===== src/rtl/instruction_fetch.sv =====
// Instruction fetch stage: PC register, BOOT/RUN/HALT sequencing and the IF/ID
// pipeline register, with redirect, stall, flush and halt-word handling.
module instruction_fetch #(
  parameter logic [31:0] RESET_PC  = 32'h0000_0000,
  parameter logic [31:0] HALT_WORD = 32'hFFFF_FFFF
) (
  input  logic        clk,
  input  logic        rst,
  output logic [31:0] imem_a,
  input  logic [31:0] imem_rd,
  input  logic        stall_f,
  input  logic        stall_d,
  input  logic        flush_d,
  input  logic        pcsrc_e,
  input  logic [31:0] pc_target_e,
  output logic [31:0] pc_f,
  output logic [31:0] instr_d,
  output logic [31:0] pc_plus4_d,
  output logic        valid_d,
  output logic        halted,
  output logic        misalign_err,
  output logic [31:0] fetch_count
);

  typedef enum logic [1:0] {StBoot, StRun, StHalt} state_e;

  state_e      state_q, state_d;
  logic [31:0] pc_q, pc_d;
  logic [31:0] instr_q, instr_nxt;
  logic [31:0] pcp4_q, pcp4_nxt;
  logic        valid_q, valid_nxt;
  logic        misalign_q, misalign_d;
  logic [31:0] count_q, count_d;
  logic [31:0] pc_plus4;
  logic        in_run;
  logic        halt_fetch;

  assign pc_plus4 = pc_q + 32'd4;
  assign in_run   = (state_q == StRun);
  // Halt only commits when nothing else would move or redirect the pipe this cycle.
  assign halt_fetch = in_run && (imem_rd == HALT_WORD) && !stall_f && !stall_d && !pcsrc_e;

  // Next PC, sticky misalignment flag and FSM transitions.
  always_comb begin
    state_d    = state_q;
    pc_d       = pc_q;
    misalign_d = misalign_q;

    if (pcsrc_e) begin
      pc_d = {pc_target_e[31:2], 2'b00};
      if (pc_target_e[1:0] != 2'b00) misalign_d = 1'b1;
    end else if (!stall_f && in_run && !halt_fetch) begin
      pc_d = pc_plus4;
    end

    unique case (state_q)
      StBoot:  state_d = StRun;
      StRun:   if (halt_fetch) state_d = StHalt;
      // A redirect cancels a speculative halt.
      StHalt:  if (pcsrc_e) state_d = StRun;
      default: state_d = StBoot;
    endcase
  end

  // IF/ID register next value and retired-fetch counter.
  always_comb begin
    instr_nxt = instr_q;
    pcp4_nxt  = pcp4_q;
    valid_nxt = valid_q;
    count_d   = count_q;

    if (flush_d) begin
      instr_nxt = 32'd0;
      pcp4_nxt  = 32'd0;
      valid_nxt = 1'b0;
    end else if (!stall_d) begin
      if (in_run) begin
        instr_nxt = imem_rd;
        pcp4_nxt  = pc_plus4;
        valid_nxt = 1'b1;
        count_d   = count_q + 32'd1;
      end else begin
        instr_nxt = 32'd0;
        pcp4_nxt  = 32'd0;
        valid_nxt = 1'b0;
      end
    end
  end

  // State registers with synchronous reset taking priority over everything.
  always_ff @(posedge clk) begin
    if (rst) begin
      state_q    <= StBoot;
      pc_q       <= RESET_PC;
      instr_q    <= 32'd0;
      pcp4_q     <= 32'd0;
      valid_q    <= 1'b0;
      misalign_q <= 1'b0;
      count_q    <= 32'd0;
    end else begin
      state_q    <= state_d;
      pc_q       <= pc_d;
      instr_q    <= instr_nxt;
      pcp4_q     <= pcp4_nxt;
      valid_q    <= valid_nxt;
      misalign_q <= misalign_d;
      count_q    <= count_d;
    end
  end

  assign imem_a       = pc_q;
  assign pc_f         = pc_q;
  assign instr_d      = instr_q;
  assign pc_plus4_d   = pcp4_q;
  assign valid_d      = valid_q;
  assign halted       = (state_q == StHalt);
  assign misalign_err = misalign_q;
  assign fetch_count  = count_q;

endmodule


===== config.mk =====
export PLATFORM = sky130hd
export DESIGN_NAME = instruction_fetch
export DESIGN_NICKNAME = d
export VERILOG_FILES = /design/src/rtl/instruction_fetch.sv
export SDC_FILE = /design/constraint.sdc
export NUM_CORES = 1
export LEC_CHECK = 0
export ABC_AREA = 1
export BUFFER_PORTS_ARGS = -buffer_cell sky130_fd_sc_hd__buf_4
export CAP_MARGIN = 20
export CORE_UTILIZATION = 25
export CTS_CLUSTER_DIAMETER = 80
export DETAILED_ROUTE_END_ITERATION = 16
export PLACE_DENSITY = 0.55
export RECOVER_POWER = 100
export SYNTH_ARGS = -nofsm -noshare
export SYNTH_HDL_FRONTEND = slang
export SYNTH_SLANG_ARGS = --single-unit

===== constraint.sdc =====
create_clock -name clk -period 2.15 [get_ports clk]
set_input_delay 0.3225 -clock clk [delete_from_list [all_inputs] [get_ports clk]]
set_output_delay 0.3225 -clock clk [all_outputs]
set_load 0.1 [all_outputs]

; Word-level counts from Yosys, hierarchy flattened
; Cells that the tools add are included.
[op_classes]
n_eq_ne = 5
muxes = 8
n_reduce_logical = 18
n_addsub = 2
bitwise = 2
[op_table]
columns = cell, n
row1 = $mux W32, 4
row2 = $add A32 B1 Y32 const B, 1
row3 = $add A32 B3 Y32 const B, 1
row4 = $eq A32 B32 Y1 const B, 1
row5 = $logic_and A1 B1 Y1, 6
row6 = $pmux W2 S3, 1
row7 = $logic_not A1 Y1, 4
row8 = $mux W2, 2
row9 = $reduce_and A2 Y1, 2
row10 = $reduce_bool A2 Y1, 2
row11 = $reduce_or A2 Y1, 2
row12 = $reduce_and A3 Y1, 1
row13 = $eq A2 B1 Y1 const B, 1
row14 = $eq A2 B2 Y1 const B, 1
row15 = $logic_not A2 Y1, 1
row16 = $ne A2 B1 Y1 const B, 1
row17 = $ne A2 B2 Y1 const B, 1
row18 = $not A1 Y1, 2
row19 = $mux W1, 1
[word_totals]
out_inout_bits = 163
elab_cells = 43
regBits = 132
in_bits = 70

; Depth between registers and ports, before layout
[depth]
depth_word = 9
ltp_mapped = 12
depth_no_buf = 12

; Worst setup path after synthesis
; No wires, ideal clock.
[synth_timing]
path_type = reg-to-reg
start = reg pc_q[2] (netlist: imem_a[2])
end = reg pc_q[12] (netlist: imem_a[12])
slack_ps = -234
stages_incl_launch_ff = 9
required_ps = 2079
period_less_slack_ps = 2384
t_arrival_ps = 2313
setup_ps = 71
path_buffers = 0
path_cell_list = dfxtp_1 -> ha_1 -> nand2_1 -> nor2_2 -> nand2_1 -> xor2_1 -> o21ai_0 -> nand2_1 -> a21oi_1
[synth_via]
elab_chain_len = 3
[synth_lines]
columns = element, line_no
row1 = from (decl), 28  ; logic [31:0] pc_q, pc_d;
row2 = from (signal assigned), 102  ; pc_q <= pc_d;
row3 = $add A32 B3 Y32, 38  ; assign pc_plus4 = pc_q + 32'd4;
row4 = $mux W32, 52  ; end else if (!stall_f && in_run && !halt_fetch) begin
row5 = $mux W32, 49  ; if (pcsrc_e) begin
; Every way passes these cells. The select of a mux whose other input is x is not followed.
; A chain may end at the register's enable or synchronous reset.

; Worst setup path in the final report
[layout_timing]
start = reg pc_q[3] (netlist: imem_a[3])
end = reg pc_q[30] (netlist: imem_a[30])
; Same word-level chain as after synthesis.

==> impl_metrics.env <==
export IMPL_outcome="complete, no violations"
export IMPL_critical_path_endpoint_type="flip-flop"
export IMPL_cts_path_max_buffers=2
export IMPL_postCtsHoldBufs=0
export IMPL_grt_setup_unrepaired="no"
export IMPL_synth_yosys_seq_area_share_pct=37.2
export IMPL_first_iter_violations=444
export IMPL_p_int_w=0.00470
export IMPL_crit_required_ps=2400
export IMPL_sequentialPowerShare_pct=36.4
export IMPL_detail_route_wl_per_cell_microns=14.6
export IMPL_synth_async_reset_ratio_pct=0
export IMPL_hold_class="primary input to flip-flop"
export IMPL_detail_route_first_pass_iterations=5
export IMPL_die_height_microns=168
export IMPL_startpoint_type="flip-flop"
export IMPL_power_switching_w=0.00217
export IMPL_core_area_sq_um=27000
export IMPL_tritoncts="built"
export IMPL_groute_usage_overall_pct=16.7
export IMPL_place_hpwl_mm=17.9
export IMPL_clockRootBuffer="clkbuf_16"
export IMPL_grt_pass1_vias=6971
export IMPL_clk_pin_slew_worst_paths_ps=60
export IMPL_total_leakage_power_nw=3.70
export IMPL_cts_htree_levels=4
export IMPL_synthesis_area_sq_um=6890
export IMPL_achievable_frequency_mhz=526
export IMPL_die_w_microns=168
export IMPL_powerDensity_nw_per_um2=767
export IMPL_postLayoutCoreUtil_pct=33.1
export IMPL_max_vdd_ir_drop_uv=342
export IMPL_globalRouteOverflowTotal=0
export IMPL_clock_sink_count=128
export IMPL_core_rowCount=60
export IMPL_fin_tns_setup_ps=0
export IMPL_initial_antenna_violation_count=2
export IMPL_sw_frac_of_total_pct=31.6
export IMPL_clockPowerShare_pct=45.9
export IMPL_fin_worst_skew_ps=11.8
export IMPL_global_route_wire_length_before_repair_mm=37.2
export IMPL_synth_seq_cells=128
export IMPL_die_area_sq_um=28200
export IMPL_maxCapViolCount=0
export IMPL_post_route_cells_drive_above_1_share_pct=25.0
export IMPL_cp_slowest_stage_delay_ps=380
export IMPL_ys_warn_count=0
export IMPL_crit_top_cell="nand2_1"
export IMPL_worst_pin_slew_ps=1090
export IMPL_postSynthCellCount=1069
export IMPL_synth_largest_type_area_fraction_pct=37.2
export IMPL_post_route_drc_count=0
export IMPL_hold_viol_final=0
export IMPL_place_port_buffers=226
export IMPL_design_final_nets=1331
export IMPL_worst_slew_margin_rel_pct=27.6
export IMPL_synth_flop_cell="dfxtp_1"
export IMPL_hold_worst_slack_ps=173
export IMPL_ioPinCount=233
export IMPL_pre_cts_ws_ps=248
export IMPL_synth_distinct_cells=38
export IMPL_final_setup_worst_slack_ps=249
export IMPL_gpl_final_weighted_congestion=0.930
export IMPL_area_delta_synth_final_pct=30.0
export IMPL_slowest_stage="dfxtp_2"
export IMPL_min_period_ps=1900
export IMPL_drv_slew=0
export IMPL_grt_max_degree=46
export IMPL_timing_critical_path_buf_inv=2
export IMPL_avg_cell_area_syn_sq_um=6.44
export IMPL_cp_arrival_ps=2150
export IMPL_critical_path_class="flip-flop to flip-flop"
export IMPL_critical_path_top_delay_family="simple AND/OR/NAND/NOR gates"
export IMPL_crit_share_post_route_pct=88.4
export IMPL_post_cts_resize_count=0
export IMPL_drt_total_wl_mm=23.6
export IMPL_antenna_left=0
export IMPL_share_comb_of_total_power_pct=17.7
export IMPL_postCtsSetupBuffers=0
export IMPL_synth_enable_flop_cells=0
export IMPL_post_synth_top_area_cell="dfxtp_1"
export IMPL_synth_area_top_cells="dfxtp_1 37%, nand2_1 22%, a21oi_1 8.6%"
export IMPL_cts_buffers=17
export IMPL_floorplan_initialDensity_pct=25.5
export IMPL_clock_latency_ps=420
export IMPL_crit_path_max_fanout=6
export IMPL_setup_violations_final=0
export IMPL_vias=7293
export IMPL_cp_cell_sequence="ha_1, inv_1, nor2_4, inv_2, nor2_2, nand2_1, nand2_1, nand2_1, nand2_1, nand2_1, nand2_1, a21oi_1"
export IMPL_vias_per_cell=4.52
## worst register-to-register path, cell delays in order (launching register included)
cell and delay, ps:
dfxtp_2 380, ha_1 320, inv_1 140, nor2_4 200
inv_2 50, nor2_2 220, nand2_1 80, nand2_1 60
nand2_1 80, nand2_1 70, nand2_1 40, nand2_1 60
a21oi_1 60
## cells by family (layout without fill, tap and decap cells)
kind of cell               Yosys count  count (layout)  share of synthesized area (%)
and+or+nand+nor                    633             633                           39.4
buffers and inverters              146             344                           10.5
AOI/OAI and AO/OA                  145             145                           10.7
DFF                                128             128                           37.2
xor gates and xnor gates            14              14                           1.78
adders and majority gates            2               2                          0.363
other                                1               8                         0.0544
## stage by stage
step / power [W] / area (sq um) / std cells
2_1_floorplan: 0.00351 / 6920 / 1074
3_3_place_gp: 0.00383 / 8750 / 1581
3_5_place_dp: 0.00383 / 8750 / 1581
4_1_cts: 0.00702 / 9380 / 1613
5_1_grt: 0.00711 / 8950 / 1613
6_report: 0.00687 / 8950 / 1615
## layout by cell type (no fill, tap or decap), types with 3 or more instances in the layout
cell type and instances:
xor2_1 9, clkbuf_1 4, nand3b_1 3, dfxtp_2 12, o21ai_0 21, clkinvlp_4 3, inv_2 3, clkinv_2 3
or2_2 7, nand3_1 78, nand2_2 5, nor2_2 9, xnor2_1 5, clkbuf_16 17, bufinv_16 4, buf_4 81
dfxtp_1 116, clkbuf_2 158, nor2_1 95, inv_1 62, nand2_1 398, nor3_1 6, nor2_4 3, clkbuf_8 3
conb_1 6, a21oi_1 118, nand4_1 18
## path summary, 6_finish.rpt
check | slack, ps | from | end | depth (start not counted)
worst max-delay path | 250 | imem_a[3]$_SDFFE_PP0P_ | imem_a[30]$_SDFFE_PP0P_ | 12
worst min-delay path | 170 | imem_rd[13] | instr_d[13]$_SDFFE_PP0N_ | 3
worst min register to register | 450 | misalign_err$_SDFFE_PP0P_ | misalign_err$_SDFFE_PP0P_ | 2
worst max register to register | 250 | imem_a[3]$_SDFFE_PP0P_ | imem_a[30]$_SDFFE_PP0P_ | 12
## layout make-up
class	count	area, sq um
fillers	3069	18100
multi-input cells	800	3600
flip-flops and latches	128	2580
repair buffers	245	1460
clock buffers	22	474
well taps	341	427
inverters	67	251
clock inverters	10	158
diodes	2	5.00
## flip-flops by register name, indices dropped and copies added (netlist names)
| name | flops |
|---|---|
| state_q | 2 |
| valid_d | 1 |
| pc_plus4_d | 30 |
| misalign_err | 1 |
| fetch_count | 32 |
| instr_d | 32 |
| imem_a | 30 |
## synth_stat cells, types with 2 or more instances
| library cell | number |
|---|---|
| nand3_1 | 77 |
| o21bai_1 | 2 |
| buf_1 | 3 |
| nand2_1 | 399 |
| clkbuf_1 | 25 |
| nor3_1 | 5 |
| o21ai_1 | 2 |
| buf_2 | 12 |
| nand3b_1 | 3 |
| nor2_1 | 93 |
| or2_1 | 3 |
| nor2_4 | 4 |
| or2_2 | 7 |
| nor2_2 | 10 |
| ha_1 | 2 |
| xnor2_1 | 5 |
| buf_4 | 36 |
| and3_1 | 2 |
| inv_2 | 5 |
| dfxtp_1 | 128 |
| inv_1 | 61 |
| xor2_1 | 9 |
| nand4_1 | 17 |
| nor3_4 | 2 |
| nand2_2 | 4 |
| nand3_2 | 2 |
| a21oi_1 | 118 |
| buf_6 | 3 |
| o21ai_0 | 21 |
## metal layers
| layer | vias to the layer above | wire (microns) | global-route usage [%] |
|---|---|---|---|
| met4 | 2 | 434 | 5.82 |
| met5 | - | 17 | 0 |
| met2 | 214 | 11000 | 28.0 |
| met1 | 3290 | 10600 | 20.8 |
| met3 | 24 | 1570 | 4.11 |
| li1 | 3763 | - | - |
## power by group through the flow
stage	Combinational [W]	Sequential, W	Clock [W]
2_1_floorplan	0.000613	0.00290	0
3_3_place_gp	0.00127	0.00255	0
3_5_place_dp	0.00128	0.00255	0
4_1_cts	0.00128	0.00250	0.00324
5_1_grt	0.00128	0.00251	0.00332
6_report	0.00121	0.00250	0.00315
(Power assumes the default switching activity.)
